`config.mk`:
```
export PLATFORM = sky130hd
export DESIGN_NAME = srl_fifo_reader_flat
export DESIGN_NICKNAME = d
export VERILOG_FILES = /design/src/rtl/srl_fifo_reader_if.sv /design/src/rtl/srl_fifo_reader.sv /design/src/flat_wrapper.sv
export SDC_FILE = /design/constraint.sdc
export NUM_CORES = 1
export LEC_CHECK = 0
export ABC_CLOCK_PERIOD_IN_PS = 11080
export BUFFER_PORTS_ARGS = -buffer_cell sky130_fd_sc_hd__buf_2
export CAP_MARGIN = 20
export CORE_ASPECT_RATIO = 0.5
export CORE_MARGIN = 1.5
export CORE_UTILIZATION = 35
export CTS_CLUSTER_DIAMETER = 50
export DETAILED_ROUTE_END_ITERATION = 16
export GPL_ROUTABILITY_DRIVEN = 0
export GPL_TIMING_DRIVEN = 1
export PLACE_DENSITY_LB_ADDON = 0.05
export SKIP_CTS_REPAIR_TIMING = 1
export SLEW_MARGIN = 20
export SYNTH_ARGS = -nofsm -noshare
export SYNTH_HDL_FRONTEND = slang
export SYNTH_SLANG_ARGS = --single-unit
```
`constraint.sdc`:
```
create_clock -name clk_i -period 11.08 [get_ports clk_i]
set_input_delay 0.554 -clock clk_i [delete_from_list [all_inputs] [get_ports clk_i]]
set_output_delay 0.554 -clock clk_i [all_outputs]
set_load 0.01 [all_outputs]
```
`src/rtl/srl_fifo_reader_if.sv`:
```
// srl_fifo_reader_if: push/pop handshake and status bundle for the SRL FIFO
interface srl_fifo_reader_if #(
  parameter int WIDTH = 8
);
  logic             in_valid;
  logic             in_ready;
  logic [WIDTH-1:0] in_data;
  logic             out_valid;
  logic             out_ready;
  logic [WIDTH-1:0] out_data;
  logic [5:0]       count;
  logic             almost_full;
  modport slave (
    input  in_valid, in_data, out_ready,
    output in_ready, out_valid, out_data, count, almost_full
  );
  modport master (
    output in_valid, in_data, out_ready,
    input  in_ready, out_valid, out_data, count, almost_full
  );
endinterface

```
`src/rtl/srl_fifo_reader.sv`:
```
// srl_fifo_reader: valid/ready FIFO over a 32-tap shift-register column read at tap count-1
module srl_fifo_reader #(
  parameter int WIDTH    = 8,
  parameter int DEPTH    = 32,
  parameter int AF_LEVEL = 28
) (
  input logic                clk_i,
  input logic                rst_ni,
  srl_fifo_reader_if.slave   bus
);
  typedef enum logic [1:0] {EMPTY, PARTIAL, FULL} state_e;
  state_e           state_q, state_d;
  logic [5:0]       count_q, count_d;
  logic             af_q, af_d;
  logic [WIDTH-1:0] mem_q [32];
  logic             push, pop;
  logic [4:0]       addr;
  assign bus.in_ready    = state_q != FULL;
  assign bus.out_valid   = state_q != EMPTY;
  assign bus.count       = count_q;
  assign bus.almost_full = af_q;
  // push is gated by reset so the column never shifts while held in reset
  assign push = bus.in_valid & bus.in_ready & rst_ni;
  assign pop  = bus.out_valid & bus.out_ready;
  assign addr = count_q == 6'd0 ? 5'd0 : 5'(count_q - 6'd1);
  assign bus.out_data = mem_q[addr];
  always_comb begin
    count_d = count_q + {5'd0, push} - {5'd0, pop};
    state_d = count_d == 6'd0 ? EMPTY : count_d == 6'(DEPTH) ? FULL : PARTIAL;
    af_d    = count_d >= 6'(AF_LEVEL);
  end
  always_ff @(posedge clk_i) begin
    if (!rst_ni) begin
      state_q <= EMPTY;
      count_q <= 6'd0;
      af_q    <= 1'b0;
    end else begin
      state_q <= state_d;
      count_q <= count_d;
      af_q    <= af_d;
    end
  end
  always_ff @(posedge clk_i) begin
    if (push) begin
      for (int i = 31; i > 0; i--) mem_q[i] <= mem_q[i-1];
      mem_q[0] <= bus.in_data;
    end
  end
endmodule
```
`src/flat_wrapper.sv`:
```
// flat-port wrapper written by rule: the top's interface ports become plain ports
module srl_fifo_reader_flat 
#(
  parameter int WIDTH    = 8,
  parameter int DEPTH    = 32,
  parameter int AF_LEVEL = 28
)
  (clk_i, rst_ni, bus_in_valid, bus_in_data, bus_out_ready, bus_in_ready, bus_out_valid, bus_out_data, bus_count, bus_almost_full);
  srl_fifo_reader_if #(.WIDTH(WIDTH)) bus_i ();
  input logic clk_i;
  input logic rst_ni;
  input wire logic [$bits(bus_i.in_valid)-1:0] bus_in_valid;
  input wire logic [$bits(bus_i.in_data)-1:0] bus_in_data;
  input wire logic [$bits(bus_i.out_ready)-1:0] bus_out_ready;
  output wire logic [$bits(bus_i.in_ready)-1:0] bus_in_ready;
  output wire logic [$bits(bus_i.out_valid)-1:0] bus_out_valid;
  output wire logic [$bits(bus_i.out_data)-1:0] bus_out_data;
  output wire logic [$bits(bus_i.count)-1:0] bus_count;
  output wire logic [$bits(bus_i.almost_full)-1:0] bus_almost_full;
  assign bus_i.in_valid = bus_in_valid;
  assign bus_i.in_data = bus_in_data;
  assign bus_i.out_ready = bus_out_ready;
  assign bus_in_ready = bus_i.in_ready;
  assign bus_out_valid = bus_i.out_valid;
  assign bus_out_data = bus_i.out_data;
  assign bus_count = bus_i.count;
  assign bus_almost_full = bus_i.almost_full;
  srl_fifo_reader #(.WIDTH(WIDTH), .DEPTH(DEPTH), .AF_LEVEL(AF_LEVEL)) u_core (.clk_i(clk_i), .rst_ni(rst_ni), .bus(bus_i));
endmodule
```
# Word-level counts from Yosys, hierarchy flattened
# Memories as Yosys holds them, arrays and structs flattened.
# Index checks and enable logic that the tools add are counted.
dict set report word_totals {
  ff_bits 9
  ramBits 256
  in_bits 12
  out_inout_bits 17
  word_cells 22
  mem_count 1
}
# memory depth word_bits read_ports rd_ports_with_merged_regs write_ports line
set mem_list {}
lappend mem_list {u_core.mem_q 32 8 32 0 32 srl_fifo_reader.sv:15} ;# logic [WIDTH-1:0] mem_q [32];
dict set report classes {
  n_addsub 3
  magnitude_cmp 1
  eq_ne 2
  muxes 4
  bitwise 4
  n_reduce_logical 4
}
# operator n
set ops {}
lappend ops {{6-bit logical NOT} 2}
lappend ops {{6-bit by 1-bit adder with 6-bit output} 1}
lappend ops {{6-bit == test, second input constant} 1}
lappend ops {{6-bit by 5-bit >= comparator with 1-bit output, second input constant} 1}
lappend ops {{6-bit by 1-bit subtractor with 6-bit output} 1}
lappend ops {{5-bit two-way mux} 1}
lappend ops {{5-bit by 1-bit subtractor with 5-bit output, second input constant} 1}
lappend ops {{1-bit bitwise AND} 3}
lappend ops {{1-bit two-way mux} 2}
lappend ops {{2-bit two-way mux} 1}
lappend ops {{2-bit inequality test, second input constant} 1}
lappend ops {{2-bit nonzero test} 1}
lappend ops {{2-bit OR reduction} 1}
lappend ops {{1-bit inverter} 1}

# Longest topological paths before layout
dict set report logic_depth {
  word_depth 7
  depth_mapped 15
  ltp_nobuf 13
}

# Least setup slack after synthesis
# OpenSTA, ideal clock, no wires.
dict set report synth_timing {
  path_type {input -> register}
  startpoint {input port rst_ni}
  endpoint {register u_core.af_q, in the netlist u_core.bus.almost_full}
  setup_ns 0.114
  arrival_time_ns 8.464
  required_ns 10.966
  path_slack_ns 2.502
  path_stages 10
  n_path_buf 0
  cell_sequence {and3_1 ha_1 inv_1 fa_1 nor2_1 nor2_1 o21bai_1 xnor2_1 nor2_1 a21o_1}
}
dict set report synth_via {
  elab_chain_cells 4
}
# element line
set synth_rtl {}
lappend synth_rtl {{start, declared} flat_wrapper.sv:11} ;# input logic rst_ni;
lappend synth_rtl {{1-bit bitwise AND} srl_fifo_reader.sv:23} ;# assign push = bus.in_valid & bus.in_ready & rst_ni;
lappend synth_rtl {{6-bit by 1-bit adder with 6-bit output} srl_fifo_reader.sv:28} ;# count_d = count_q + {5'd0, push} - {5'd0, pop};
lappend synth_rtl {{6-bit by 1-bit subtractor with 6-bit output} srl_fifo_reader.sv:28}
lappend synth_rtl {{6-bit by 5-bit >= comparator with 1-bit output} srl_fifo_reader.sv:30} ;# af_d = count_d >= 6'(AF_LEVEL);
lappend synth_rtl {{end signal, assigned} srl_fifo_reader.sv:36} ;# af_q <= 1'b0;
lappend synth_rtl {{end signal, assigned} srl_fifo_reader.sv:40} ;# af_q <= af_d;
lappend synth_rtl {{end, declared} srl_fifo_reader.sv:14} ;# logic af_q, af_d;
# Parallel ways exist; a longest one is shown, timed or not.
# A chain may end at the register's enable or synchronous reset.

# Worst setup path after layout
dict set report layout_timing {
  startpoint {register u_core.count_q[2], in the netlist u_core.bus.count[2]}
  endpoint {output port bus_out_data[2]}
}
dict set report layout_via {
  elab_chain_cells 3
  word_cells_on_any_way 4
}
# element line
set layout_rtl {}
lappend layout_rtl {{start, declared} srl_fifo_reader.sv:13} ;# logic [5:0] count_q, count_d;
lappend layout_rtl {{start signal, assigned} srl_fifo_reader.sv:39} ;# count_q <= count_d;
lappend layout_rtl {{5-bit by 1-bit subtractor with 5-bit output or 6-bit logical NOT (tied branches)} srl_fifo_reader.sv:25} ;# assign addr = count_q == 6'd0 ? 5'd0 : 5'(count_q - 6'd1);
lappend layout_rtl {{5-bit two-way mux *} srl_fifo_reader.sv:25}
lappend layout_rtl {{memory 32 x 8 bit *} n/a}
lappend layout_rtl {{end, declared} flat_wrapper.sv:17} ;# output wire logic [$bits(bus_i.out_data)-1:0] bus_out_data;
# Every way passes the cells marked *; elsewhere a longest branch is shown, timed or not.

==> metrics <==
status complete, no violations; Clock Skew 0.007311 ns; crit path max-delay cell type a2111oi_0; initial antenna violation count 0; ys async rst share 0; Crit path required time 10.53 ns; area fraction in and, or, nand and nor cells after synthesis 0.06161; Inst Count DP 1146; global-route wire length before repair 40910 µm; fmax 180.6 MHz; Total GRT Usage 0.1680; post-synthesis net count 752; # diodes 0; Synth Cell Area 11030 µm²; sequential share of power 0.338; vias in the first global route 6152; Setup crit end kind primary output; via/cell ratio 5.406; Unique masters post-synth 55; reg-to-reg startpoint u_core.state_q[0]; Hold Crit Class in -> reg; syn avg cell area 15.15 µm²; Final Max Tran Viols 0; Num CTS Buffers 26; max_cap viols 0; # IOs 29; Die H 128.5 µm; Congestion Overflow GR 0; clk slew on worst S/H paths 0.06 ns; cell internal pwr 2.242 mW; final hold vios 0; mux cell area share after synthesis 0.06297; Syn Inst Count 728; worst hold start bus_in_data[4]; fin area 12400 µm²; critical path, cell by cell inv_1 -> ha_1 -> a21boi_4 -> o21a_2 -> mux4_2 -> a2111oi_0 -> nor4_1 -> buf_2; Final Cycle Share 0.4998; minimum clock period after layout 5.538 ns; worst r2r dst u_core.mem_q[9][0]; Hold WS 0.1916 ns; R2R cell count 4; post-route antenna net violation count 0; Worst Path Buf+Inv 2; Lkg Pwr 4.054 nW; clock sinks 265; final setup margin 5.542 ns; root buffer cell clkbuf_16; DRT Pass-1 Iters 5; Max rail drop VDD 0.0001772 V; slowest cell delay on critical path 1.00 ns; final setup vio count 0; combinational share of power 0.424; Post-Synth Adder-Cell Area 0.01430; CP Class reg -> out; initial core utilization 0.3600; RSZ-0062 raised after global routing false; Post-Layout Cell Count 1192; Post-Synth XOR/XNOR Area 0.003177; Fill cells 2852; EDFF count, synth 256; most frequent cells in the layout edfxtp_1, nand2_1, o21ai_0; final setup TNS 0 ns; largest net degree at the start of global routing 79; maximum clock insertion buffer count 3; hold endpoint u_core.mem_q[0][4]; fin nets 775; DRC Markers 0; worst-skew pair later-pin latency 0.53 ns; worst-margin pin slew 1.170 ns; clock share of power 0.238; Pwr Total 3.726 mW; dpl ws 6.086 ns; Port Buffer Count 28; routed len/inst 22.89 µm; register bit total from synthesis 265; top fanout value on the critical path 33; Die Width 254.0 µm; crit path DAT 4.98 ns; hold path depth 1; First DRT Iteration DRCs 493; CTS tree done; Util after Layout 0.4050; most common cell after layout, fill and taps aside edfxtp_1; CP Launch Type flop; die area 32650 µm²; placed cell area 11560 µm²; switching pwr 1.485 mW; yosys warns 0; # rows 45; cell family with most CP delay compound AO/OA/AOI/OAI gates; Core Region 30630 µm²; reg2reg setup slack 7.91 ns; main combinational cell family by area after synthesis compound AO/OA/AOI/OAI gates; Seq/Total Area, Yosys 0.7134; complex-gate fraction of the synthesized area 0.1175; worst rel slew slack 0.2001; ys flop type edfxtp_1; share of cells above drive strength 1 0.1521; Pwr Density 300.4 nW/µm²; H-tree lvl count 1; switch share 0.3984; area grow syn2layout 12.48%; final wirelength 27290 µm; vias 6444; Post-DP HPWL 16500 µm
area by class of cell:
cell class	instances	area, µm²	share of cell area
Sequential cell	265	7871	0.6346
Multi-Input combinational cell	406	2883	0.2324
Clock buffer	41	799.5	0.06445
Tap cell	423	529.3	0.04267
Timing Repair Buffer	40	230.2	0.01856
Clock inverter	5	46.29	0.003732
Inverter	12	45.04	0.003631
kinds of logic after synthesis:
kind of cell | after synthesis
xor gates and xnor gates | 4
AOI/OAI and AO/OA | 187
and+or+nand+nor | 143
buffers and inverters | 57
adders and majority gates | 12
DFF | 265
muxes | 60
registers in the layout, summed over array words and instances (netlist names):
| name | cells |
|---|---|
| u_core.bus.almost_full | 1 |
| u_core.bus.count | 6 |
| u_core.mem_q | 256 |
| u_core.state_q | 2 |
how the worst max path moves through the flow:
stage | depth (start not counted) | endpoint | slack [ns] | from
2_1_floorplan | 10 | u_core.bus.almost_full | 2.50 | rst_ni
3_3_place_gp | 8 | bus_out_data[2] | 6.18 | u_core.bus.count[2]
3_5_place_dp | 8 | bus_out_data[2] | 6.09 | u_core.bus.count[2]
4_1_cts | 8 | bus_out_data[2] | 5.48 | u_core.bus.count[2]
5_1_grt | 8 | bus_out_data[2] | 5.25 | u_core.bus.count[2]
6_report | 8 | bus_out_data[2] | 5.54 | u_core.bus.count[2]
power by group through the flow:
stage | clock (mW) | sequential [mW] | combinational (mW)
after floorplan | 0 | 1.26 | 1.09
after global routing | 0.948 | 1.27 | 1.72
after global placement | 0 | 1.28 | 1.59
after CTS | 0.910 | 1.26 | 1.60
after detailed placement | 0 | 1.28 | 1.59
final | 0.888 | 1.26 | 1.58
cells in the mapped netlist (3+ instances only):
| master | instances | area share |
|---|---|---|
| dfxtp_1 | 9 | 0.016 |
| buf_4 | 11 | 0.0075 |
| xnor2_1 | 3 | 0.0024 |
| buf_6 | 3 | 0.0031 |
| and2_1 | 4 | 0.0023 |
| o211ai_1 | 10 | 0.0068 |
| edfxtp_1 | 256 | 0.70 |
| o31ai_1 | 5 | 0.0034 |
| nand3_1 | 14 | 0.0064 |
| nor3_1 | 7 | 0.0032 |
| a311oi_1 | 4 | 0.0032 |
| a21oi_1 | 18 | 0.0082 |
| a22oi_1 | 3 | 0.0020 |
| inv_1 | 12 | 0.0041 |
| a221oi_1 | 10 | 0.0079 |
| mux4_2 | 5 | 0.010 |
| o221ai_1 | 9 | 0.0071 |
| nand2_1 | 49 | 0.017 |
| clkbuf_1 | 15 | 0.0051 |
| o21a_1 | 4 | 0.0027 |
| and3_1 | 5 | 0.0028 |
| a31oi_1 | 9 | 0.0051 |
| nor4_1 | 7 | 0.0040 |
| o2111a_1 | 6 | 0.0061 |
| nor2_1 | 28 | 0.0095 |
| or3_1 | 18 | 0.010 |
| o21ai_0 | 36 | 0.016 |
| mux2i_1 | 30 | 0.027 |
| a211oi_1 | 20 | 0.014 |
| a2111oi_0 | 6 | 0.0048 |
| o22ai_1 | 34 | 0.019 |
| mux2_2 | 25 | 0.026 |
| buf_2 | 16 | 0.0073 |
| ha_1 | 11 | 0.012 |
| nor2b_1 | 3 | 0.0017 |
routing by layer:
layer,part of all wire,GRT usage,vias to the layer above,wire [µm]
met5,0,0,-,0
met4,0.017,0.03221,0,455
met3,0.049,0.03176,30,1332
met2,0.40,0.2293,150,11030
met1,0.53,0.2728,3305,14470
li1,-,-,2959,-
worst register-to-register path, stage by stage (launching register included):
cell and delay, ns:
dfxtp_1 0.31, nand2b_1 0.12, and3_4 0.60, buf_4 0.84, buf_4 0.86
Power figures use the tool's default switching activity.
